## config.mk

```make
export PLATFORM = sky130hd
export DESIGN_NAME = reservoir_input_masker
export DESIGN_NICKNAME = d
export VERILOG_FILES = /design/src/rtl/reservoir_input_masker.sv
export SDC_FILE = /design/constraint.sdc
export NUM_CORES = 2
export LEC_CHECK = 0
export CORE_MARGIN = 2
export CORE_UTILIZATION = 35
export CTS_CLUSTER_SIZE = 12
export DETAILED_ROUTE_END_ITERATION = 8
export GPL_TIMING_DRIVEN = 0
export PLACE_DENSITY_LB_ADDON = 0.3
export SYNTH_ARGS = -nofsm -noshare
export SYNTH_HDL_FRONTEND = slang
export SYNTH_SLANG_ARGS = --single-unit
```

## constraint.sdc

```tcl
create_clock -name S_AXI_ACLK -period 14.6 [get_ports S_AXI_ACLK]
set_input_delay 2.19 -clock S_AXI_ACLK [delete_from_list [all_inputs] [get_ports S_AXI_ACLK]]
set_output_delay 2.19 -clock S_AXI_ACLK [all_outputs]
set_load 0.02 [all_outputs]
```

## src/rtl/reservoir_input_masker.sv

```systemverilog
// Time-multiplexes each input sample across VIRTUAL_NODES virtual nodes by
// multiplying it with a per-node signed mask and streaming one value per clock.
module reservoir_input_masker #(
    parameter int VIRTUAL_NODES  = 10,
    parameter int DATA_WIDTH     = 32,
    parameter int MASK_WIDTH     = 16,
    parameter int MASK_FRAC_BITS = 14,
    parameter int NODE_IDX_WIDTH = $clog2(VIRTUAL_NODES)
) (
    input  logic                             S_AXI_ACLK,
    input  logic                             S_AXI_ARESETN,
    input  logic                             en,
    input  logic                             mask_wen,
    input  logic        [NODE_IDX_WIDTH-1:0] mask_waddr,
    input  logic signed [MASK_WIDTH-1:0]     mask_wdata,
    input  logic                             sample_valid,
    output logic                             sample_ready,
    input  logic signed [DATA_WIDTH-1:0]     sample_data,
    output logic signed [DATA_WIDTH-1:0]     dout,
    output logic                             dout_valid,
    output logic        [NODE_IDX_WIDTH-1:0] node_idx,
    output logic                             sample_done,
    output logic                             busy
);

    localparam int PROD_WIDTH = DATA_WIDTH + MASK_WIDTH;
    localparam logic [NODE_IDX_WIDTH-1:0] LAST_NODE = NODE_IDX_WIDTH'(VIRTUAL_NODES - 1);

    typedef enum logic {
        IDLE,
        RUN
    } state_t;

    state_t                       state;
    state_t                       state_next;
    logic    [NODE_IDX_WIDTH-1:0] cnt;
    logic    [NODE_IDX_WIDTH-1:0] cnt_next;
    logic                         load_sample;
    logic                         issue_p0;
    logic                         accept;
    logic                         mask_accept;
    logic signed [DATA_WIDTH-1:0] sample_q;
    logic signed [MASK_WIDTH-1:0] mask_mem [VIRTUAL_NODES];
    logic signed [MASK_WIDTH-1:0] mask_p0;
    logic signed [PROD_WIDTH-1:0] prod_p0;

    logic                         vld_p1;
    logic signed [PROD_WIDTH-1:0] prod_p1;
    logic    [NODE_IDX_WIDTH-1:0] idx_p1;

    logic                         vld_p2;
    logic                         done_p2;

    // Floor division by 2^MASK_FRAC_BITS (arithmetic shift rounds toward -inf).
    function automatic logic signed [PROD_WIDTH-1:0] floor_shift(
        input logic signed [PROD_WIDTH-1:0] p
    );
        return p >>> MASK_FRAC_BITS;
    endfunction

    function automatic logic signed [DATA_WIDTH-1:0] saturate(
        input logic signed [PROD_WIDTH-1:0] v
    );
        logic [PROD_WIDTH-DATA_WIDTH:0] hi;
        hi = v[PROD_WIDTH-1:DATA_WIDTH-1];
        if ((&hi) || (~|hi)) begin
            return v[DATA_WIDTH-1:0];
        end else if (v[PROD_WIDTH-1]) begin
            return {1'b1, {(DATA_WIDTH-1){1'b0}}};
        end else begin
            return {1'b0, {(DATA_WIDTH-1){1'b1}}};
        end
    endfunction

    // Ready in IDLE, or on the last-node cycle of RUN so samples can chain without a bubble.
    assign sample_ready = S_AXI_ARESETN && en &&
                          ((state == IDLE) || ((state == RUN) && (cnt == LAST_NODE)));
    assign accept       = sample_valid && sample_ready;
    assign busy         = accept || (state == RUN) || vld_p1 || vld_p2;
    assign mask_accept  = mask_wen && !busy && (mask_waddr <= LAST_NODE);

    always_comb begin
        state_next  = state;
        cnt_next    = cnt;
        load_sample = 1'b0;
        issue_p0    = 1'b0;
        case (state)
            IDLE: begin
                if (accept) begin
                    state_next  = RUN;
                    cnt_next    = '0;
                    load_sample = 1'b1;
                end
            end
            RUN: begin
                if (en) begin
                    issue_p0 = 1'b1;
                    if (cnt == LAST_NODE) begin
                        if (accept) begin
                            cnt_next    = '0;
                            load_sample = 1'b1;
                        end else begin
                            state_next = IDLE;
                        end
                    end else begin
                        cnt_next = cnt + NODE_IDX_WIDTH'(1);
                    end
                end
            end
            default: begin
                state_next = IDLE;
            end
        endcase
    end

    always_ff @(posedge S_AXI_ACLK) begin
        if (!S_AXI_ARESETN) begin
            state <= IDLE;
            cnt   <= '0;
        end else begin
            state <= state_next;
            cnt   <= cnt_next;
        end
    end

    always_ff @(posedge S_AXI_ACLK) begin
        if (load_sample) begin
            sample_q <= sample_data;
        end
    end

    always_ff @(posedge S_AXI_ACLK) begin
        if (!S_AXI_ARESETN) begin
            for (int i = 0; i < VIRTUAL_NODES; i++) begin
                mask_mem[i] <= '0;
            end
        end else if (mask_accept) begin
            mask_mem[mask_waddr] <= mask_wdata;
        end
    end

    // Stage 0: node issue, mask lookup and full-precision product
    assign mask_p0 = mask_mem[cnt];
    assign prod_p0 = $signed({{MASK_WIDTH{sample_q[DATA_WIDTH-1]}}, sample_q}) *
                     $signed({{DATA_WIDTH{mask_p0[MASK_WIDTH-1]}}, mask_p0});

    // Stage 1: registered product
    always_ff @(posedge S_AXI_ACLK) begin
        if (!S_AXI_ARESETN) begin
            vld_p1 <= 1'b0;
        end else if (en) begin
            vld_p1 <= issue_p0;
        end
    end

    always_ff @(posedge S_AXI_ACLK) begin
        if (en && issue_p0) begin
            prod_p1 <= prod_p0;
            idx_p1  <= cnt;
        end
    end

    // Stage 2: scale, saturate and present; dout holds between valid beats
    always_ff @(posedge S_AXI_ACLK) begin
        if (!S_AXI_ARESETN) begin
            vld_p2   <= 1'b0;
            done_p2  <= 1'b0;
            dout     <= '0;
            node_idx <= '0;
        end else if (en) begin
            vld_p2  <= vld_p1;
            done_p2 <= vld_p1 && (idx_p1 == LAST_NODE);
            if (vld_p1) begin
                dout     <= saturate(floor_shift(prod_p1));
                node_idx <= idx_p1;
            end
        end
    end

    // A beat held during a stall is presented once en returns.
    assign dout_valid  = vld_p2 && en;
    assign sample_done = done_p2 && en;

endmodule

```

; Word level (Yosys, flattened, before mapping)
; Memory sizes are Yosys's and may differ from the RTL's. A register that Yosys moved wholly into a read port is not among the register bits.
; Index checks and enable logic that the tools add are counted.
[word_totals]
inputBits = 57
register_bits = 128
out_inout_bits = 40
ram_bits = 160
mem_count = 1
wordCells = 63
[op_classes]
mul = 1
eq_ne = 3
muxes = 24
n_lt_le_gt_ge = 1
bitwise = 1
reduce_logical = 21
add_sub_neg = 1
[mem_list]
columns = name, depth, width, read_ports, rd_ports_with_merged_regs, write_ports, line_no
row1 = mask_mem, 10, 16, 1, 1, 10, 43  ; logic signed [MASK_WIDTH-1:0] mask_mem [VIRTUAL_NODES];
[ops]
columns = op, n
row1 = $mux 32, 2
row2 = $mul 32x16->48, 1
row3 = $mux 4, 6
row4 = $mux 16, 1
row5 = $reduce_or 16->1, 1
row6 = $mux 1, 12
row7 = $logic_and 1x1->1, 10
row8 = $eq 4x4->1 const B, 2
row9 = $pmux 4 s2, 1
row10 = $logic_or 1x1->1, 5
row11 = $add 4x1->4 const B, 1
row12 = $le 4x4->1 const B, 1
row13 = $pmux 1 s2, 2
row14 = $reduce_and 3->1, 1
row15 = $reduce_or 3->1, 1
row16 = $logic_not 1->1, 2
row17 = $ne 2x2->1 const B, 1
row18 = $reduce_and 2->1, 1
row19 = $not 1->1, 1

; Depth between registers and ports, before layout
[depth]
ltp_word = 16
depth_mapped = 31
ltp_nobuf = 27

; Worst setup path after synthesis
; No wires, ideal clock.
[synth_timing]
kind = flip-flop to flip-flop
start = reg (tool-made name)
end = reg prod_p1[45], data pin
setup_ns = 0.261
arrival_time_ns = 7.669
stages_incl_launch_ff = 29
required_ns = 14.339
period_less_slack_ns = 7.930
path_slack_ns = 6.670
n_path_buf = 5
cell_sequence = dfxtp_1 buf_4 buf_6 buf_2 buf_2 mux4_2 mux4_2 clkbuf_1 and2_1 fa_1 inv_1 fa_1 fa_1 inv_1 fa_1 fa_1 inv_1 fa_1 inv_1 ha_1 nand4_1 nor3_1 nand4b_1 o21a_2 o21ai_4 a2111oi_4 o31ai_4 a2111oi_2 a311o_1
[synth_rtl]
columns = element, line_no
row1 = "end signal, assigned", 158  ; prod_p1 <= prod_p0;
row2 = "end, declared", 48  ; logic signed [PROD_WIDTH-1:0] prod_p1;

==> flow_summary.json <==
{
  "fmax_ghz": 0.102,
  "outcome": "completed",
  "netSwitchingFraction_pct": 43.8,
  "die_area_um2": 93500,
  "finalHoldViolCount": 0,
  "seq_power_share_pct": 22.3,
  "drt-initial-drc-count": 1311,
  "overflow": 0,
  "die_w_um": 306,
  "clock_skew_ns": 0.0257,
  "viasPerCell": 4.88,
  "drive_above_1_share_pct": 5.11,
  "clk_pin_slew_ns": 0.06,
  "r2r_cells": 27,
  "grt_setup_unrepaired": "false",
  "drv_cap": 0,
  "drt-wirelength-per-cell_um": 19.8,
  "period_needed_ns": 9.79,
  "track_usage_pct": 18.6,
  "portBuffers": 95,
  "syn_area_um2": 31900,
  "hold_path.class": "register to register",
  "postCtsHoldBufs": 0,
  "powerDensity_nw_per_um2": 183,
  "setup_viol": 0,
  "drc": 0,
  "cts_setup_buffers": 0,
  "syn_to_final_growth_pct": 12.7,
  "clock_power_share_pct": 14.6,
  "gp_congestion": 0.906,
  "holdPathEnd": "dout[23]",
  "rr_endpoint": "prod_p1[45]",
  "internal-power_mw": 3.71,
  "yosysSeqAreaShare_pct": 33.7,
  "grt_max_degree": 42,
  "synth-async-reset-ratio_pct": 0,
  "leakage_nw": 15.1,
  "ctsResizeCount": 0,
  "worstMarginPinSlew_ns": 1.20,
  "ir_worst_vdd_v": 0.000192,
  "dp_slack_ns": 4.77,
  "worst_slack_ns": 4.81,
  "crit_required_ns": 14.92,
  "relSlewSlack_pct": 20.1,
  "ys_warn_count": 0,
  "rows": 110,
  "hold_depth": 2,
  "clkLatencyLatePin_ns": 0.60,
  "antenna_found_initial": 2,
  "cts.sinks": 374,
  "cp.arrival_ns": 10.12,
  "initial_core_util_pct": 35.3,
  "fp.dieH_um": 306,
  "seq_area_um2": 10800,
  "yosysUniqueCellTypes": 66,
  "fillerInstances": 8817,
  "htree_levels": 2,
  "synth-edff-count": 326,
  "min_period_over_period_pct": 67.1,
  "wl_um": 85100,
  "io_pins": 97,
  "final_nets": 3733,
  "grt_pass1_vias": 22136,
  "tns_ns": 0,
  "via_count": 20931,
  "dr.pass1.iters": 5,
  "ys_seq_elements": 374,
  "cts_buffer_depth": 3,
  "critPathMaxFanout": 10,
  "path_class": "register to register",
  "cts_tree": "done",
  "grt_pass1_wl_um": 131000,
  "cts-root-buf": "clkbuf_16",
  "synth.avg_cell_area_um2": 11.2,
  "cp-start-kind": "register",
  "cp-end-kind": "register",
  "pwr-share-comb_pct": 63.1,
  "ys.flop_type": "edfxtp_1",
  "dpl.hpwl_um": 67300,
  "finalMaxSlewViolations": 0,
  "rrSetupSlack_ns": 4.81,
  "switchingPower_mw": 2.88,
  "synthCells": 2843,
  "core-area_um2": 90100,
  "ant_nets": 0,
  "multiInputGateArea_um2": 18900,
  "hold_path_startpoint": "dout[23]",
  "cts_buffers": 41
}
area by class of cell:
| cell class | count | share of cell area (%) |
|---|---|---|
| Inverter | 552 | 5.77 |
| Timing Repair Buffer | 97 | 2.77 |
| Antenna cell | 1 | 0.00697 |
| Multi-Input combinational cell | 1882 | 52.6 |
| Clock inverter | 18 | 0.383 |
| Buffer | 130 | 1.42 |
| Tap cell | 1176 | 4.10 |
| Sequential cell | 374 | 29.9 |
| Clock buffer | 56 | 3.04 |
sequential cells by signal, summed over array words and instances, names as in the netlist, named ones only:
signal / count
vld_p2: 1
node_idx: 4
sample_q: 32
done_p2: 1
vld_p1: 1
cnt: 4
mask_mem: 256
state: 1
prod_p1: 34
dout: 32
idx_p1: 4
synth_stat cells, types with 9 or more instances:
cell      count  area [µm²]
xor2_1       10        87.6
clkbuf_1    119         447
inv_1       551        2070
ha_1        113        1410
xnor2_1      33         289
nand2_1     387        1450
edfxtp_1    326        9790
mux4_2       74        1670
o21ai_0      53         265
a21o_1       19         143
mux2i_1       9        90.1
a21oi_1      48         240
and2_1      207        1290
fa_1        485        9710
dfxtp_1      48         961
a21boi_0     38         285
nand3_1      15        75.1
nor2_1      189         709
nor2b_1      15        93.8
worst max-delay path, cell delays in order (launching register included):
cell	delay (ns)
dfxtp_1	0.31
clkbuf_1	0.32
clkbuf_1	0.61
clkbuf_1	0.74
mux4_2	0.41
mux4_2	0.68
clkbuf_1	0.43
and2_1	0.32
fa_1	0.53
inv_1	0.06
fa_1	0.54
inv_1	0.05
fa_1	0.52
fa_1	0.46
fa_1	0.51
inv_1	0.05
fa_1	0.53
inv_1	0.06
ha_1	0.38
nand4_1	0.14
nor3_1	0.33
nand4b_1	0.13
o21a_2	0.22
o21ai_4	0.12
a2111oi_4	0.16
o31ai_4	0.46
a2111oi_2	0.13
a311o_1	0.28
power groups by stage:
stage | sequential (mW) | combinational, mW | clock (mW)
2_1_floorplan | 1.48 | 3.02 | 0
3_3_place_gp | 1.49 | 4.17 | 0
3_5_place_dp | 1.49 | 4.20 | 0
4_1_cts | 1.47 | 4.23 | 0.994
5_1_grt | 1.48 | 4.64 | 1.04
6_report | 1.47 | 4.15 | 0.964
cells in the final DEF, fill, tap and decap left out, types with 4 or more instances in the layout:
cell type / instances
inv_1: 550
fa_1: 485
nand2_1: 387
edfxtp_1: 326
and2_1: 206
nor2_1: 189
clkbuf_1: 133
ha_1: 113
conb_1: 96
clkdlybuf4s50_1: 95
mux4_2: 74
o21ai_0: 51
a21oi_1: 48
dfxtp_1: 48
clkbuf_16: 41
a21boi_0: 38
xnor2_1: 33
a21o_1: 19
nand3_1: 15
nor2b_1: 15
xor2_1: 10
mux2i_1: 9
buf_2: 8
or2_2: 8
nand4_1: 8
clkinv_1: 8
nor3_1: 6
and3_1: 5
nor4_1: 5
o21a_1: 5
o21bai_1: 5
clkinv_2: 5
o21ai_1: 4
and4_1: 4
logic make-up (layout without fill, tap and decap cells):
family	count (synthesis)	in the layout	synth area share, %
fa+ha+maj	598	598	34.9
mux	84	84	5.55
xor+xnor	43	43	1.18
compound gates	198	198	4.08
flops	374	374	33.7
other cells	1	97	0.0118
buf+inv	682	853	8.10
simple gates	863	863	12.4
how the worst max path moves through the flow:
stage | start | endpoint | slack (ns) | cells past startpoint
2_1_floorplan | register | prod_p1[45] | 6.67 | 28
4_1_cts | register | prod_p1[45] | 4.70 | 27
5_1_grt | register | prod_p1[45] | 4.33 | 25
6_report | register | prod_p1[45] | 4.81 | 27
3_5_place_dp | register | prod_p1[45] | 4.77 | 27
3_3_place_gp | register | prod_p1[45] | 4.86 | 27
metal layers:
metal / routed length [µm] / global-route usage, % / share of wire (%) / up-vias
met5: 0 / 0 / 0 / -
met4: 3570 / 7.53 / 4.2 / 0
met3: 4910 / 3.27 / 5.8 / 172
met2: 42400 / 31.8 / 50 / 607
met1: 34200 / 23.3 / 40 / 10860
li1: - / - / - / 9292
metrics by stage:
step	util [%]	cells	total power, mW	hold slack (ns)	area (µm²)
after floorplan	-	2938	4.50	0.460	32200
after global placement	38.4	4209	5.66	0.451	34600
after detailed placement	38.5	4211	5.70	0.453	34700
after CTS	39.8	4285	6.69	0.462	35900
after global routing	39.8	4285	7.15	0.488	35900
final	39.9	4286	6.59	0.459	35900
(Power assumes the default switching activity.)
